===== config.mk =====
export PLATFORM = sky130hd
export DESIGN_NAME = accum_ctrl_flat
export DESIGN_NICKNAME = d
export VERILOG_FILES = /design/src/rtl/accum_ctrl_if.sv /design/src/rtl/accum_ctrl.sv /design/src/flat_wrapper.sv
export SDC_FILE = /design/constraint.sdc
export NUM_CORES = 1
export LEC_CHECK = 0
export CAP_MARGIN = 20
export CORE_AREA = 4 4 136 138
export DETAILED_ROUTE_END_ITERATION = 7
export DIE_AREA = 0 0 140 142
export GPL_TIMING_DRIVEN = 0
export PLACE_DENSITY = 0.57
export SLEW_MARGIN = 10
export SYNTH_ARGS = -nofsm -noshare
export SYNTH_HDL_FRONTEND = slang
export SYNTH_SLANG_ARGS = --single-unit

===== constraint.sdc =====
create_clock -name CLK -period 3.9 [get_ports CLK]
set_input_delay 0.78 -clock CLK [delete_from_list [all_inputs] [get_ports CLK]]
set_output_delay 0.78 -clock CLK [all_outputs]
set_load 0.01 [all_outputs]

===== src/rtl/accum_ctrl_if.sv =====
// rtl/accum_ctrl_if.sv - request/status bundle between board inputs and accum_ctrl
interface accum_ctrl_if #(
    parameter int WIDTH = 32,
    parameter int LED_W = 8
);
    logic             enable;
    logic [WIDTH-1:0] value;
    logic             sub;
    logic             clear;
    logic [WIDTH-1:0] count;
    logic [LED_W-1:0] led;
    logic             busy;
    logic             done;
    logic             ovf;

    modport master (
        output enable, value, sub, clear,
        input  count, led, busy, done, ovf
    );

    modport slave (
        input  enable, value, sub, clear,
        output count, led, busy, done, ovf
    );
endinterface


===== src/rtl/accum_ctrl.sv =====
// rtl/accum_ctrl.sv - enable-triggered delayed accumulator with LED slice, saturation and sticky overflow
module accum_ctrl #(
    parameter int WIDTH       = 32,
    parameter int LED_W       = 8,
    parameter int LED_LSB     = 16,
    parameter int WAIT_CYCLES = 1,
    parameter int SATURATE    = 0
) (
    input  logic         CLK,
    input  logic         RST,
    accum_ctrl_if.slave  bus
);
    localparam int CNT_W = (WAIT_CYCLES > 1) ? $clog2(WAIT_CYCLES) : 1;
    localparam logic [CNT_W-1:0] WAIT_LOAD = CNT_W'((WAIT_CYCLES > 0) ? WAIT_CYCLES - 1 : 0);

    typedef enum logic [1:0] {S_IDLE, S_WAIT, S_ACC} state_t;

    state_t           state_q, state_d;
    logic [WIDTH-1:0] count_q, count_d;
    logic [WIDTH-1:0] op_q, op_d;
    logic             sub_q, sub_d;
    logic             ovf_q, ovf_d;
    logic             done_q, done_d;
    logic [CNT_W-1:0] wcnt_q, wcnt_d;

    logic             accept;
    logic [WIDTH:0]   sum_w;
    logic [WIDTH:0]   diff_w;
    logic             flow;
    logic [WIDTH-1:0] result;

    always_ff @(posedge CLK) begin
        if (RST) begin
            state_q <= S_IDLE;
            count_q <= '0;
            op_q    <= '0;
            sub_q   <= 1'b0;
            ovf_q   <= 1'b0;
            done_q  <= 1'b0;
            wcnt_q  <= '0;
        end else begin
            state_q <= state_d;
            count_q <= count_d;
            op_q    <= op_d;
            sub_q   <= sub_d;
            ovf_q   <= ovf_d;
            done_q  <= done_d;
            wcnt_q  <= wcnt_d;
        end
    end

    always_comb begin
        state_d = state_q;
        if (bus.clear) begin
            state_d = S_IDLE;
        end else begin
            case (state_q)
                S_IDLE: if (bus.enable) state_d = (WAIT_CYCLES > 0) ? S_WAIT : S_ACC;
                S_WAIT: if (wcnt_q == '0) state_d = S_ACC;
                S_ACC:  state_d = S_IDLE;
                default: state_d = S_IDLE;
            endcase
        end
    end

    // WIDTH+1 bit arithmetic exposes add carry and subtract borrow in the top bit
    always_comb begin
        sum_w  = {1'b0, count_q} + {1'b0, op_q};
        diff_w = {1'b0, count_q} - {1'b0, op_q};
        flow   = sub_q ? diff_w[WIDTH] : sum_w[WIDTH];
        result = sub_q ? diff_w[WIDTH-1:0] : sum_w[WIDTH-1:0];
        if ((SATURATE != 0) && flow) begin
            result = sub_q ? '0 : '1;
        end
    end

    always_comb begin
        accept  = (state_q == S_IDLE) && bus.enable && !bus.clear;
        op_d    = op_q;
        sub_d   = sub_q;
        wcnt_d  = wcnt_q;
        count_d = count_q;
        ovf_d   = ovf_q;
        done_d  = 1'b0;
        if (accept) begin
            op_d   = bus.value;
            sub_d  = bus.sub;
            wcnt_d = WAIT_LOAD;
        end
        if (state_q == S_WAIT && wcnt_q != '0) begin
            wcnt_d = wcnt_q - 1'b1;
        end
        if (bus.clear) begin
            count_d = '0;
            ovf_d   = 1'b0;
        end else if (state_q == S_ACC) begin
            count_d = result;
            ovf_d   = ovf_q | flow;
            done_d  = 1'b1;
        end
    end

    always_comb begin
        bus.count = count_q;
        bus.led   = count_q[LED_LSB +: LED_W];
        bus.busy  = (state_q != S_IDLE);
        bus.done  = done_q;
        bus.ovf   = ovf_q;
    end
endmodule


===== src/flat_wrapper.sv =====
// flat-port wrapper written by rule: the top's interface ports become plain ports
module accum_ctrl_flat 
#(
    parameter int WIDTH       = 32,
    parameter int LED_W       = 8,
    parameter int LED_LSB     = 16,
    parameter int WAIT_CYCLES = 1,
    parameter int SATURATE    = 0
)
  (CLK, RST, bus_enable, bus_value, bus_sub, bus_clear, bus_count, bus_led, bus_busy, bus_done, bus_ovf);
  accum_ctrl_if #(.WIDTH(WIDTH), .LED_W(LED_W)) bus_i ();
  input  logic CLK;
  input  logic RST;
  input wire logic [$bits(bus_i.enable)-1:0] bus_enable;
  input wire logic [$bits(bus_i.value)-1:0] bus_value;
  input wire logic [$bits(bus_i.sub)-1:0] bus_sub;
  input wire logic [$bits(bus_i.clear)-1:0] bus_clear;
  output wire logic [$bits(bus_i.count)-1:0] bus_count;
  output wire logic [$bits(bus_i.led)-1:0] bus_led;
  output wire logic [$bits(bus_i.busy)-1:0] bus_busy;
  output wire logic [$bits(bus_i.done)-1:0] bus_done;
  output wire logic [$bits(bus_i.ovf)-1:0] bus_ovf;
  assign bus_i.enable = bus_enable;
  assign bus_i.value = bus_value;
  assign bus_i.sub = bus_sub;
  assign bus_i.clear = bus_clear;
  assign bus_count = bus_i.count;
  assign bus_led = bus_i.led;
  assign bus_busy = bus_i.busy;
  assign bus_done = bus_i.done;
  assign bus_ovf = bus_i.ovf;
  accum_ctrl #(.WIDTH(WIDTH), .LED_W(LED_W), .LED_LSB(LED_LSB), .WAIT_CYCLES(WAIT_CYCLES), .SATURATE(SATURATE)) u_core (.CLK(CLK), .RST(RST), .bus(bus_i));
endmodule

; ---- Word level (Yosys, flattened, before mapping)
; Index checks and enable logic that the tools add are counted.
[word_totals]
elab_cells = 32
reg_bits = 70
output_inout_bits = 43
inputBits = 37
[op_classes]
bitwise_logic = 1
add_sub_neg = 3
n_eq_ne = 4
reduce_logical = 9
n_mux = 8
[op_table]
columns = op, n
row1 = $add 32x32->33, 1
row2 = $sub 32x32->33, 1
row3 = $mux 32, 1
row4 = $mux 1, 4
row5 = $mux 2, 2
row6 = $ne 2x2->1 const B, 2
row7 = $pmux 2 s2, 1
row8 = $reduce_bool 2->1, 2
row9 = $logic_and 1x1->1, 3
row10 = $eq 2x1->1 const B, 1
row11 = $eq 2x2->1 const B, 1
row12 = $logic_not 2->1, 1
row13 = $reduce_and 2->1, 1
row14 = $reduce_or 2->1, 1
row15 = $logic_not 1->1, 1
row16 = $or 1x1->1, 1
row17 = $sub 1x1->1 const B, 1

; ---- Depth between registers and ports, before layout
[logic_depth]
word_depth = 5
depth_mapped = 12
ltp_nobuf = 12

; ---- Least setup slack after synthesis
; No wires, ideal clock.
[synth_path]
path_type = register to register
startpoint = register u_core.count_q[0] (netlist: u_core.bus.count[0])
endpoint = register u_core.ovf_q (netlist: u_core.bus.ovf)
t_arrival_ns = 2.702
path_buffers = 0
synth_period_minus_slack_ns = 2.828
slack_ns = 1.072
setup_time_ns = 0.126
stages_incl_launch_ff = 12
t_required_ns = 3.774
path_cell_list = dfxtp_1 > ha_1 > fa_1 > nor2b_1 > o211ai_2 > a311oi_2 > nor3_2 > o21ai_1 > a311o_1 > a311o_1 > a211oi_2 > o31ai_1
[synth_via]
elab_chain_len = 3
elab_cells_between_ends = 4
classes_between = 2 x add/sub / 1 x mux / 1 x bitwise
[synth_lines]
columns = element, line_no
row1 = from (decl), accum_ctrl.sv:19  ; logic [WIDTH-1:0] count_q, count_d;
row2 = from (signal assigned), accum_ctrl.sv:43  ; count_q <= count_d;
row3 = $add 32x32->33 or $sub 32x32->33 (tied branches), "accum_ctrl.sv:68, accum_ctrl.sv:69"
row4 = $mux 1 *, accum_ctrl.sv:70  ; flow = sub_q ? diff_w[WIDTH] : sum_w[WIDTH];
row5 = $or 1x1->1 *, accum_ctrl.sv:98  ; ovf_d = ovf_q | flow;
row6 = to (signal assigned), accum_ctrl.sv:46  ; ovf_q <= ovf_d;
row7 = to (decl), accum_ctrl.sv:22  ; logic ovf_q, ovf_d;
; Every way passes the cells marked *; elsewhere a longest branch is shown, timed or not.
; A chain may end at the register's enable or synchronous reset.

; ---- Final worst setup path
[layout_path]
startpoint = register u_core.count_q[0] (netlist: u_core.bus.count[0])
endpoint = register u_core.count_q[28] (netlist: u_core.bus.count[28])
[layout_via]
elab_chain_len = 2
elab_cells_between_ends = 3
classes_between = 2 x add/sub / 1 x mux
[layout_lines]
columns = element, line_no
row1 = $add 32x32->33 or $sub 32x32->33 (tied branches), "accum_ctrl.sv:68, accum_ctrl.sv:69"
row2 = $mux 32 *, accum_ctrl.sv:71  ; result = sub_q ? diff_w[WIDTH-1:0] : sum_w[WIDTH-1:0];
; Marked as above.

==> flow_summary.rst <==
.. list-table::
   :header-rows: 1

   * - Metric
     - Value
   * - Clock tree from TritonCTS
     - built
   * - Fin worst setup slack
     - 0.359 ns
   * - Highest achievable clock rate
     - 0.282 GHz
   * - Sink Count
     - 70
   * - Max-slew violation count
     - 0
   * - Final weighted congestion of routability-driven global placement
     - 0.944
   * - Relative slew margins
     - 30.0%
   * - Maximum fanout encountered on the critical timing path
     - 4
   * - Setup total negative slack
     - 0 ns
   * - Count of distinct cell types in the synthesized netlist
     - 67
   * - Number of design rule violations left after detail routing
     - 0
   * - Power density over the cells
     - about 280 nW/um2
   * - Slew at the pin with the worst max-slew slack
     - between 1 and 1.5 ns
   * - Hold Crit Depth
     - 1
   * - Result of the run
     - completed
   * - Tcrit/Tclk final
     - 90.8%
   * - Number of buffers inserted during clock tree synthesis
     - 9
   * - Number of antenna violations at the first check in global routing
     - 0
   * - Worst hold path class
     - reg2reg
   * - Postcts setup bufs
     - 0
   * - Share of layout cells above drive strength 1
     - 5.77%
   * - Number of hold buffers added after cts
     - 0
   * - Cell chain of the critical path
     - inv_1, ha_1, fa_1, nor2b_1, o211ai_1, a21oi_1, a31oi_1, o21ai_1, a21boi_0, o31ai_1, or3_1, nand3_1
   * - Maximum cell stage delay along the critical path
     - 0.42 ns
   * - Hold Violations, Final
     - 0
   * - Worst Hold Path EP
     - u_core.state_q[1]
   * - Share of async-settable or async-resettable flops after synthesis
     - 0%
   * - Number of warning messages in the yosys log
     - 0
   * - Hold wc startpoint
     - u_core.wcnt_q
   * - Number of vias in the routed layout
     - 6488
   * - Share of the synthesized area in the top cell type
     - 22.9%
   * - Flop-to-flop setup slack
     - 0.36 ns
   * - Cell family with most CP delay
     - compound AO/OA/AOI/OAI gates
   * - Routed Wire Length
     - 20.9 mm
   * - I/O Pins
     - 80
   * - RSZ-0062 raised after global routing
     - no
   * - Starting density of the core
     - 35.6%
   * - Cell type of the slowest stage on the worst timing path
     - sky130_fd_sc_hd__o31ai_1
   * - CTS clk-pin slew, worst paths
     - 0.06 ns
   * - Startpoint type of the worst setup path
     - flop
   * - Routed wire per std cell
     - about 18 um
   * - Dpl hpwl
     - 15.8 mm
   * - Reported max-cap violation count
     - 0
   * - Number of synthesized register bits
     - 70
   * - Category of the most critical setup path
     - reg2reg
   * - First drt pass iteration count
     - 6
   * - Area growth syn-to-layout
     - 23.2%
   * - Nets@finish
     - 1052
   * - Count of instances resized after the clock tree is built
     - 0
   * - Die outline height
     - between 100 and 150 um
   * - Clock latency of the later-clocked register in the worst-skew pair
     - 0.36 ns
   * - Area of the placeable core
     - 17200 um2
   * - Remaining global-route overflow
     - 0
   * - Vias in the first global route
     - between 6000 and 7000
   * - P_leak
     - between 3 and 4 nW
   * - Violation count after the first detailed-route iteration
     - ~630
   * - Worst path arrival time
     - 3.79 ns
   * - Chip Width
     - 140 um
   * - Most instantiated library cell after synthesis
     - sky130_fd_sc_hd__nand2_1
   * - Count of input and output buffers
     - 78
   * - Global-route wire length before repair
     - 33.8 mm
   * - Number of cells on the worst reg-to-reg path
     - 12
   * - Worst R2R Start
     - u_core.bus.count[0]
   * - Terminus of the critical flop-to-flop path
     - u_core.bus.count[28]
   * - Time the worst path needs with I/O delays and setup
     - ~3.5 ns
   * - Cell area after technology mapping
     - 6110 um2
   * - Count of antenna-violating nets left after detailed routing
     - 0
   * - Maximum number of pins on one net before global-route repair
     - 13
   * - Maximum count of clock buffers along a single path
     - 2
   * - Share of the core filled with cells in the final layout
     - 43.8%
   * - Endpoint class of the critical path
     - flop
   * - List of most frequent post-synthesis cells
     - sky130_fd_sc_hd__nand2_1 (132), sky130_fd_sc_hd__a21oi_1 (101), sky130_fd_sc_hd__dfxtp_1 (70)
   * - Vias per Instance
     - 5.50
   * - Number of buffers and inverters on the critical path
     - 1
   * - Area of the die
     - just under 20000 um2
   * - Number of standard cells after synthesis
     - 860
   * - Row Count
     - 48
   * - Post-synthesis cell type with the largest combined area
     - sky130_fd_sc_hd__dfxtp_1
   * - Worst setup timing slack at the placement stage
     - approximately 0.55 ns
   * - Worst IR drop on VDD
     - 0.210 mV
   * - H-tree depth
     - 3
   * - Leading post-synthesis cells by cell area
     - sky130_fd_sc_hd__dfxtp_1 (23%), sky130_fd_sc_hd__ha_1 (13%), sky130_fd_sc_hd__a21oi_1 (8.3%)
   * - Sequential-to-total area share from yosys stat
     - 22.9%
   * - Diode insertion count for antenna repair
     - 0
   * - Gr usage total
     - 21.1%
   * - Average size of a mapped cell
     - about 7.1 um2
   * - EDFF count, synth
     - 0
   * - Net count of the mapped netlist
     - 963
   * - Dominant synthesized flop cell
     - sky130_fd_sc_hd__dfxtp_1
   * - CTS Root Buffer Type
     - sky130_fd_sc_hd__clkbuf_16
   * - Endpoints failing setup
     - 0
   * - Endpoint required time on the critical path
     - 4.15 ns
   * - Clk_skew
     - 0.0104 ns
==> cells by family (layout without fill, tap and decap cells) <==
kind of cell             count (synthesis)  after routing  synth area share, %
buffers and inverters                  121            215                 8.23
multiplexers                             3              3                0.491
XOR/XNOR                                21             21                 3.01
flip-flops                              70             70                 22.9
adder cells (fa/ha/maj)                 66             66                 13.8
AO/OA/AOI/OAI                          279            279                 29.1
AND/OR/NAND/NOR                        300            300                 22.5
==> worst register-to-register path, stage by stage, from the launching register on <==
cell	delay [ns]
sky130_fd_sc_hd__dfxtp_1	0.37
sky130_fd_sc_hd__inv_1	0.06
sky130_fd_sc_hd__ha_1	0.23
sky130_fd_sc_hd__fa_1	0.40
sky130_fd_sc_hd__nor2b_1	0.20
sky130_fd_sc_hd__o211ai_1	0.16
sky130_fd_sc_hd__a21oi_1	0.38
sky130_fd_sc_hd__a31oi_1	0.31
sky130_fd_sc_hd__o21ai_1	0.40
sky130_fd_sc_hd__a21boi_0	0.27
sky130_fd_sc_hd__o31ai_1	0.43
sky130_fd_sc_hd__or3_1	0.18
sky130_fd_sc_hd__nand3_1	0.05
==> layout make-up <==
type,count,area (um2)
flip-flops and latches,70,1400
clock inverters,5,105
repair buffers,78,781
fillers,1865,9650
inverters,60,225
well taps,225,282
clock buffers,11,253
plain buffers,61,278
multi-input cells,669,4210
==> registers in the layout, indices dropped and copies added (netlist names) <==
signal,cells
u_core.bus.count,32
u_core.sub_q,1
u_core.op_q,32
u_core.state_q,2
u_core.bus.ovf,1
u_core.wcnt_q,1
u_core.bus.done,1
==> power by group <==
group	total, W	switching, W	internal (W)
Clock	0.00100	0.000345	0.000660
Combinational	0.000355	0.000223	0.000132
Sequential	0.000749	0.0000163	0.000733
Total	0.00211	0.000584	0.00152
==> worst max path at each step <==
| stage | startpoint | endpoint | depth (start not counted) |
|---|---|---|---|
| after floorplan | u_core.bus.count[0] | u_core.bus.ovf | 11 |
| after global placement | u_core.bus.count[0] | u_core.bus.count[28] | 12 |
| after detailed placement | u_core.bus.count[0] | u_core.bus.count[28] | 12 |
| after CTS | u_core.bus.count[0] | u_core.bus.count[28] | 12 |
| after global routing | u_core.bus.count[0] | u_core.bus.count[28] | 12 |
| final | u_core.bus.count[0] | u_core.bus.count[28] | 12 |
==> cell usage in the layout (no fill, tap or decap), types with 19 or more instances in the layout <==
master and count:
sky130_fd_sc_hd__nor2_1 62, sky130_fd_sc_hd__clkdlybuf4s50_1 78, sky130_fd_sc_hd__dfxtp_1 70, sky130_fd_sc_hd__o21ai_0 48, sky130_fd_sc_hd__a21oi_1 101, sky130_fd_sc_hd__nor3_1 20
sky130_fd_sc_hd__nand2_1 132, sky130_fd_sc_hd__a211oi_1 19, sky130_fd_sc_hd__clkbuf_1 41, sky130_fd_sc_hd__xnor2_1 19, sky130_fd_sc_hd__ha_1 64, sky130_fd_sc_hd__inv_1 58
==> layer usage <==
layer  track usage (%)  wire, um
met3              3.80      1330
met1              31.0     10500
met2              31.1      8530
met4              6.99       566
met5                 0         0
==> stage by stage <==
step	hold WS [ns]	total power (W)	area, um2	std cells
6_report	0.448	0.00211	7530	1179
2_1_floorplan	0.412	0.000985	6110	860
3_3_place_gp	0.440	0.00111	7170	1163
4_1_cts	0.450	0.00212	7530	1179
5_1_grt	0.474	0.00220	7530	1179
3_5_place_dp	0.440	0.00111	7170	1163
Power figures use the tool's default switching activity.
==> RTL edit, RTL diff (config.mk and constraints unchanged) <==
`SATURATE` is set to 0 in 2 places; all go to 1.
--- a/src/rtl/accum_ctrl.sv
+++ b/src/rtl/accum_ctrl.sv
@@ -5,5 +5,5 @@
     parameter int LED_LSB     = 16,
     parameter int WAIT_CYCLES = 1,
-    parameter int SATURATE    = 0
+    parameter int SATURATE    = 1
 ) (
     input  logic         CLK,
--- a/src/flat_wrapper.sv
+++ b/src/flat_wrapper.sv
@@ -6,5 +6,5 @@
     parameter int LED_LSB     = 16,
     parameter int WAIT_CYCLES = 1,
-    parameter int SATURATE    = 0
+    parameter int SATURATE    = 1
 )
   (CLK, RST, bus_enable, bus_value, bus_sub, bus_clear, bus_count, bus_led, bus_busy, bus_done, bus_ovf);
Function: changed (a bounded check fails within 4 cycles, from zero or initial values and one cycle with RST high).
==> RTL edit against the unedited design <==
Routed wire length barely moved. Power shrank 4.7%. Final cell count rose by 0.25%. Clock power is 17% lower. Synthesized cell count increased by 0.23%. Sequential cell count unchanged. Area after synthesis rose by 5.2%. Largest cell class unchanged. First-iteration DRC count up 0.79%. Die area stayed put. Largest power group unchanged. Final area rose by 3.5%. Worst setup slack gained 0.022 ns. Combinational power grew 20%.
==> RTL edit: results (changes against the unedited design) <==
stage;metric;value;unit;change
cells_and_area;nets;1055;;was 1052
cells_and_area;multi_input_area;4380;um^2;was 4210 um^2
outcome;status;completed;;unchanged
setup_path;cp.arrival;3.81;ns;was 3.79 ns
setup_path;cp_slowest_stage_delay;0.46;ns;was 0.42 ns
placement;hpwl;16200;um;was 15800 um
power_and_ir_drop;ir_worst_vdd;198;uV;was 210 uV
synth;synth_compound_area_share;31.5;%;was 29.1%
global_route;grt_usage;20.9;%;was 21.1%
power_and_ir_drop;cellLeakagePower;3.22;nW;was 3.07 nW
min_path;hp-class;flop to flop;;unchanged
min_path;hp-start;u_core.wcnt_q$_SDFFE_PP0P_;;unchanged
setup_path;reg2reg_setup_slack;0.38;ns;was 0.36 ns
global_route;grt_max_degree;13;;unchanged
cells_and_area;final-clk-cell-share;3.76;%;was 4.75%
cells_and_area;nNonClkBuffers;140;;was 139
global_route;grt_pass1_vias;6207;;was 6196
cells_and_area;drive_gt1_share;8.99;%;was 5.77%
synth;synthMuxAreaShare;0.467;%;was 0.491%
sta;fin_worst_skew;0.00556;ns;was 0.0104 ns
setup_path;setup.worst_path.end;u_core.bus.count[22]$_SDFFE_PP0P_;;was u_core.bus.count[28]$_SDFFE_PP0P_
power_and_ir_drop;seq_power;0.750;mW;was 0.749 mW
power_and_ir_drop;p_switching;0.605;mW;was 0.584 mW
placement;dpl_worst_slack;0.443;ns;was 0.551 ns
setup_path;rr_worst_depth;13;;was 12
synth;netlist-cell-type-count;84;;was 67
cts;cts_max_level;3;;unchanged
global_route;antenna_found_initial;0;;unchanged
cells_and_area;n_fill_cell;1810;;was 1865
sta;worst_slew_pin_slew;0.714;ns;was 1.05 ns
synth;synth_common_cells;a21oi_1 (128), nand2_1 (106), dfxtp_1 (70), inv_1 (67), ha_1 (64);;was nand2_1 (132), a21oi_1 (101), dfxtp_1 (70), ha_1 (64), nor2_1 (62)
placement;gp_congestion;0.902;;was 0.944
setup_path;cp_max_fo;10;;was 4
routing;post_drt_via_cell_ratio;5.48;;was 5.50
placement;numPortBuffers;78;;unchanged
routing;drtIter0Drc;639;;was 634
routing;first_pass_iters;5;;was 6
synth;synth_xor_area_share;3.81;%;was 3.01%
global_route;grt_first_pass_wirelength;33600;um;was 33800 um
sta;timing.final.ws_setup;0.381;ns;was 0.359 ns
cts;post_cts_buffers;0;;unchanged
power_and_ir_drop;power_frac_clock;41.5;%;was 47.6%
setup_path;slowest_stage;o31ai_2;;was o31ai_1
synth;synthTopCellsByArea;dfxtp_1 (22%), ha_1 (12%), a21oi_1 (10%);;was dfxtp_1 (23%), ha_1 (13%), a21oi_1 (8.3%)
cells_and_area;multi_input_gates;660;;was 669
synth;synthAdderAreaFrac;13.1;%;was 13.8%
routing;wl_per_cell;17.6;um;was 17.7 um
synth;synth-seq-area-share;21.8;%;was 22.9%
cells_and_area;seq_cells;70;;unchanged
cells_and_area;inverters;71;;was 60
cells_and_area;buffer_area_share;14.9;%;was 14.1%
synth;synth_fp_nets;965;;was 963
sta;whs;0.440;ns;was 0.448 ns
## RTL edit: cell types whose count changed after synthesis, moves of 11 or more
cell / before / now
a211oi_1: 19 / 6
a21oi_1: 101 / 128
clkbuf_1: 41 / 25
nor3_1: 20 / 9
nand2_1: 132 / 106
## RTL edit: routing by layer
metal,track usage [%],wire length [um],vias up
li1,-,-,3226
met2,32.9,9410,176
met3,3.46,919,23
met5,0,0,-
met4,6.12,346,0
met1,29.5,10200,3054
## RTL edit: cell families (layout without fill, tap and decap cells)
group,Yosys count,after routing
AO/OA/AOI/OAI,308,308
flip-flops,70,70
XOR/XNOR,28,28
buffers and inverters,132,227
AND/OR/NAND/NOR,255,255
adder cells (fa/ha/maj),66,66
multiplexers,3,3
## RTL edit: metrics by stage
step / total power [mW] / instances / cell area (um^2)
final: 2.01 / 1182 / 7790
after global routing: 2.10 / 1182 / 7790
after CTS: 2.03 / 1182 / 7790
after detailed placement: 1.18 / 1166 / 7500
after global placement: 1.18 / 1165 / 7490
after floorplan: 1.05 / 862 / 6430
